File: config.mk
export PLATFORM = sky130hd
export DESIGN_NAME = delay_meas
export DESIGN_NICKNAME = d
export VERILOG_FILES = /design/src/rtl/delay_meas.sv
export SDC_FILE = /design/constraint.sdc
export NUM_CORES = 1
export LEC_CHECK = 0
export BUFFER_PORTS_ARGS = -buffer_cell sky130_fd_sc_hd__buf_2
export CORE_UTILIZATION = 30
export DETAILED_ROUTE_END_ITERATION = 7
export PLACE_DENSITY = 0.46
export SKIP_LAST_GASP = 1
export SLEW_MARGIN = 5
export SYNTH_ARGS = -nofsm -noshare
export SYNTH_HDL_FRONTEND = slang
export SYNTH_SLANG_ARGS = --single-unit
File: constraint.sdc
create_clock -name clk -period 5.6 [get_ports clk]
set_input_delay 1.4 -clock clk [delete_from_list [all_inputs] [get_ports clk]]
set_output_delay 1.4 -clock clk [all_outputs]
set_load 0.01 [all_outputs]
File: src/rtl/delay_meas.sv
// delay_meas: loopback latency meter that flushes a path with zeros, injects a marker word and counts cycles until it returns
module delay_meas #(
  parameter int W = 16,
  parameter int CW = 16,
  parameter logic [W-1:0] MARK = 16'hA5C3,
  parameter int FLUSH_CYC = 64,
  parameter int MAX_WAIT = 1000
) (
  input  logic          clk,
  input  logic          reset_b,
  input  logic          start,
  output logic [W-1:0]  tx_out,
  input  logic [W-1:0]  rx_in,
  output logic          busy,
  output logic          done,
  output logic          tout,
  output logic [CW-1:0] delay
);
  typedef enum logic [1:0] {IDLE, FLUSH, SEND, WAIT} state_t;
  state_t st;
  logic [CW-1:0] cnt;
  logic hit;
  assign hit = rx_in == MARK;
  // One counter serves both the flush interval and the latency count; a start seen alongside done is dropped so a new run always begins from a quiet IDLE cycle
  always_ff @(posedge clk or negedge reset_b)
    if (!reset_b) begin
      st <= IDLE;
      cnt <= '0;
      tx_out <= '0;
      busy <= 1'b0;
      done <= 1'b0;
      tout <= 1'b0;
      delay <= '0;
    end else begin
      done <= 1'b0;
      case (st)
        IDLE:
          if (start && !done) begin
            st <= FLUSH;
            busy <= 1'b1;
            tout <= 1'b0;
            cnt <= '0;
          end
        FLUSH:
          if (cnt == CW'(FLUSH_CYC - 1)) begin
            st <= SEND;
            tx_out <= MARK;
            cnt <= '0;
          end else cnt <= cnt + CW'(1);
        SEND: begin
          tx_out <= '0;
          if (hit) begin
            delay <= '0;
            done <= 1'b1;
            busy <= 1'b0;
            st <= IDLE;
          end else begin
            st <= WAIT;
            cnt <= CW'(1);
          end
        end
        WAIT:
          if (hit) begin
            delay <= cnt;
            done <= 1'b1;
            busy <= 1'b0;
            st <= IDLE;
          end else if (cnt == CW'(MAX_WAIT)) begin
            delay <= '1;
            tout <= 1'b1;
            done <= 1'b1;
            busy <= 1'b0;
            st <= IDLE;
          end else cnt <= cnt + CW'(1);
        default: st <= IDLE;
      endcase
    end
endmodule

=== Yosys cells after proc, flatten, opt, wreduce, memory -nomap -nowiden ===
Cells that the tools add are included.

* Output and inout port bits: 35
* Input port bits: 19
* Register bits: 53
* Logic and storage cells: 66

* Mux-type cells: 31
* Equality and inequality tests: 14
* Reductions and logical operators: 13
* Add/sub/neg operators: 1

{| class="wikitable"
|+ Operators by type and width
! cell !! number
|-
| two-way mux 16 bit || 9
|-
| one-hot mux 16 bit (2 select lines) || 2
|-
| one-hot mux 16 bit (4 select lines) || 1
|-
| adder 16 x 1 -> 16 bit (second input constant) || 1
|-
| == test 16 x 10 -> 1 bit (second input constant) || 1
|-
| == test 16 bit (second input constant) || 1
|-
| == test 16 x 6 -> 1 bit (second input constant) || 1
|-
| inequality test 2 bit (second input constant) || 7
|-
| AND reduction 4 bit || 3
|-
| two-way mux 1 bit || 10
|-
| two-way mux 2 bit || 5
|-
| one-hot mux 2 bit (4 select lines) || 1
|-
| AND reduction 3 bit || 2
|-
| nonzero test 2 bit || 3
|-
| == test 2 bit (second input constant) || 2
|-
| one-hot mux 1 bit (2 select lines) || 2
|-
| inequality test 3 bit (second input constant) || 1
|-
| one-hot mux 1 bit (3 select lines) || 1
|-
| nonzero test 3 bit || 1
|-
| == test 2 x 1 -> 1 bit (second input constant) || 1
|-
| logical NOT 2 bit || 1
|-
| AND reduction 2 bit || 1
|-
| logical AND 1 bit || 1
|-
| logical NOT 1 bit || 1
|}

=== Depth between registers and ports, before layout ===
* Word-level depth: 4
* Mapped depth: 9
* Mapped depth without buffers: 7

=== Worst setup path after synthesis ===
Ideal clock, no wire load.

* Path type: input to register
* From: in rx_in[1]
* To: reg cnt[10]
* Slack: 2.822 ns
* Stages on the path: 6
* Buffers on the path: 1
* Arrival time: 2.705 ns
* Library setup time: 0.073 ns
* Required time: 5.527 ns
* Path through: and4b_1 > nand4_1 > a2bb2o_4 > buf_6 > or4_4 > a21oi_2

* Cells in the longest elaborated chain, start to end: 3
* Elaborated cells on any way between the ends: 4
* Classes of those cells: eq/ne: 3; reduce/logical: 1

{| class="wikitable"
|+ RTL lines
! element !! line !! text
|-
| start: declaration || 13 || <nowiki>input logic [W-1:0] rx_in,</nowiki>
|-
| == test 16 bit (*) || 23 || <nowiki>assign hit = rx_in == MARK;</nowiki>
|-
| inequality test 2 bit (no line) || - ||
|-
| AND reduction 4 bit (no line) (*) || - ||
|-
| end signal: assignment || 49 || <nowiki>end else cnt <= cnt + CW'(1);</nowiki>
|-
| end signal: assignment || 74 || <nowiki>end else cnt <= cnt + CW'(1);</nowiki>
|-
| end: declaration || 21 || <nowiki>logic [CW-1:0] cnt;</nowiki>
|}

Mark *: on every way between the ends. The rest lies on a longest branch, timed or not.
A chain may end at the register's enable or synchronous reset.

=== Worst setup path in the final report ===
* From: in rx_in[12]
* To: reg cnt[0]

The elaborated chain is that of the path after synthesis.

==> out/metrics.cfg <==
[grt]
grt_max_degree = 39
antenna_found_initial = 0
grt_usage_pct = 14.8
grt-ovfl-total = 0
first_global_vias = 1792
grt_pass1_wl_mm = 8.69

[critical_path]
cp_slowest_cell = nand4_1
worst-path-buf-inv = 2
crit_chain = buf_2 -> nor4bb_1 -> nand4_1 -> a2bb2oi_2 -> buf_4 -> a311oi_1
rrSetupSlack_ns = 3.10
worstSetupEndpointType = flop
crit_family = simple AND/OR/NAND/NOR gates
critPathArrivalTime_ns = 3.48
start_kind = input port
max_stage_delay_ns = 0.73
critical_path_class = in2reg
crit_required_ns = 5.80
path_max_fanout = 34

[logic_synthesis]
synth_commonest_cells = 38 x dfrtp_1, 35 x o21ai_0, 26 x nand2_1
synth_edf_count = 0
synth_seq_cells = 38
syn_area_um2 = 2180
synth-async-reset-ratio_pct = 100
synth_top_area_share_pct = 43.7
yosysWarnings = 0
ys.flop_type = dfrtp_1
synth_top_area_cell = dfrtp_1
ys_seq_area_share_pct = 43.7
syn_avg_cell_area_um2 = 9.30
synthTopCellsByArea = dfrtp_1 44%, o21ai_0 8.0%, buf_4 5.5%
yosys.cell_count.top_type = dfrtp_1
synth.distinct_cells = 55
synthCells = 234

[power]
finalPower_mw = 0.631
vdd_drop_max_mv = 0.123
power_density_nw_per_um2 = 255
p_leak_nw = 1.17

[floorplan]
coreArea_um2 = 6910
die_w_um = 87.2
fp.dieH_um = 87.2
pin_count = 54
initial_core_util_pct = 31.5
dieArea_um2 = 7600
rows = 30

[cells_and_area]
synthToLayoutAreaGrowth_pct = 13.6
diodes = 0
final_cell_count_no_fill = 364
layout.nets = 288
final_util_pct = 35.8
drive_above_1_share_pct = 27.6

[sta]
worst_pin_slew_ns = 0.982
max_slew_margin_pct = 34.3
fmax_ghz = 0.305
fin_worst_skew_ns = 0.00851
rsz0062_at_grt = false
setup_ws_ns = 2.32
finalSetupViolCount = 0
fin_setup_tns_ns = 0
final_hold_viol_count = 0
finalCriticalPeriod_ns = 3.28
finalMaxSlewViolations = 0
final.period_utilization_pct = 58.6

[cts]
htree_levels = 2
clock-sinks = 38
cts_root_buf = clkbuf_8
cts_hold_buf = 0
clock_path_buffers = 2
cts_tree = yes
cts_buffers = 5
cts-resized-gates = 0
cts_setup_buffers = 0
clk_pin_slew_ns = 0.07
clock_latency_ns = 0.29

[route]
vias = 1806
finalWirelength_mm = 4.99
drc = 0
first_pass_iters = 4
wl_per_cell_um = 13.7
detail_route.iter0.violations = 77
drtAntennaViolNets = 0
vias_per_cell = 4.96

[placement]
hpwl_mm = 3.57
place.gp.congestion = 0.750
pre_cts_ws_ns = 2.01
io_buffers = 45
dp_cells = 356

[job]
cap_viol_max_count = 0

[status]
run_status = finished, final reports clean

[min_path]
hold_class = reg2reg

## path summary, 6_finish.rpt
path / from / end / cells past startpoint
max in group asynchronous: reset_b / cnt[6] / 1
worst min-delay path: delay[11] / delay[11] / 2
worst max-delay path: rx_in[12] / cnt[0] / 6
min in group asynchronous: reset_b / tx_out[13] / 1
worst min register to register: delay[11] / delay[11] / 2
worst max register to register: cnt[6] / cnt[2] / 5
## layer usage
metal | global-route usage [%] | wire (um) | share of wire (%)
met5 | 0 | 0 | 0
met4 | 5.37 | 79 | 1.6
met3 | 2.94 | 163 | 3.3
met2 | 24.6 | 2270 | 45
met1 | 18.9 | 2480 | 50
## worst min-delay path: cells and delay by family (launching register included)
family	cells	cell delay, ns
flip-flops	1	0.34
AO/OA/AOI/OAI	1	0.06
AND/OR/NAND/NOR	1	0.04
## state kept, by name, summed over array words and instances (netlist names)
name and count:
busy 1, cnt 16, delay 16, done 1, st 2, tout 1
tx_out 1
## where the power goes
group	internal, mW	leakage (nW)	switching, mW
Sequential	0.300	0.497	0.0460
Combinational	0.0445	0.624	0.0445
Clock	0.0993	0.0482	0.0961
## placed cells by master, fill, tap and decap left out, types with 6 or more instances in the layout
cell type / instances
or3_1: 6
nand3_1: 6
a21oi_2: 10
o21ai_0: 35
nor2_1: 6
a21oi_1: 6
o31ai_1: 6
conb_1: 8
clkbuf_8: 6
nand4_1: 6
nand2_1: 26
inv_1: 6
dfrtp_1: 38
buf_2: 45
## cell families after synthesis
kind of cell | synth area share, %
other | 0.172
adder cells (fa/ha/maj) | 1.15
flip-flops | 43.7
AO/OA/AOI/OAI | 23.7
buffers and inverters | 9.60
AND/OR/NAND/NOR | 21.7
## per-stage QoR
stage | hold WS [ns] | area [um2]
after CTS | 0.484 | 2470
after floorplan | 0.516 | 2200
after detailed placement | 0.466 | 2380
after global routing | 0.515 | 2470
final | 0.473 | 2470
after global placement | 0.459 | 2380
## layout make-up
class | instances | area, um2
fillers | 750 | 4430
multi-input cells | 168 | 1040
flip-flops and latches | 38 | 951
repair buffers | 47 | 240
well taps | 96 | 120
clock buffers | 7 | 86.3
inverters | 7 | 26.3
clock inverters | 1 | 5.00
No activity file was read; power rests on OpenSTA's default activity.
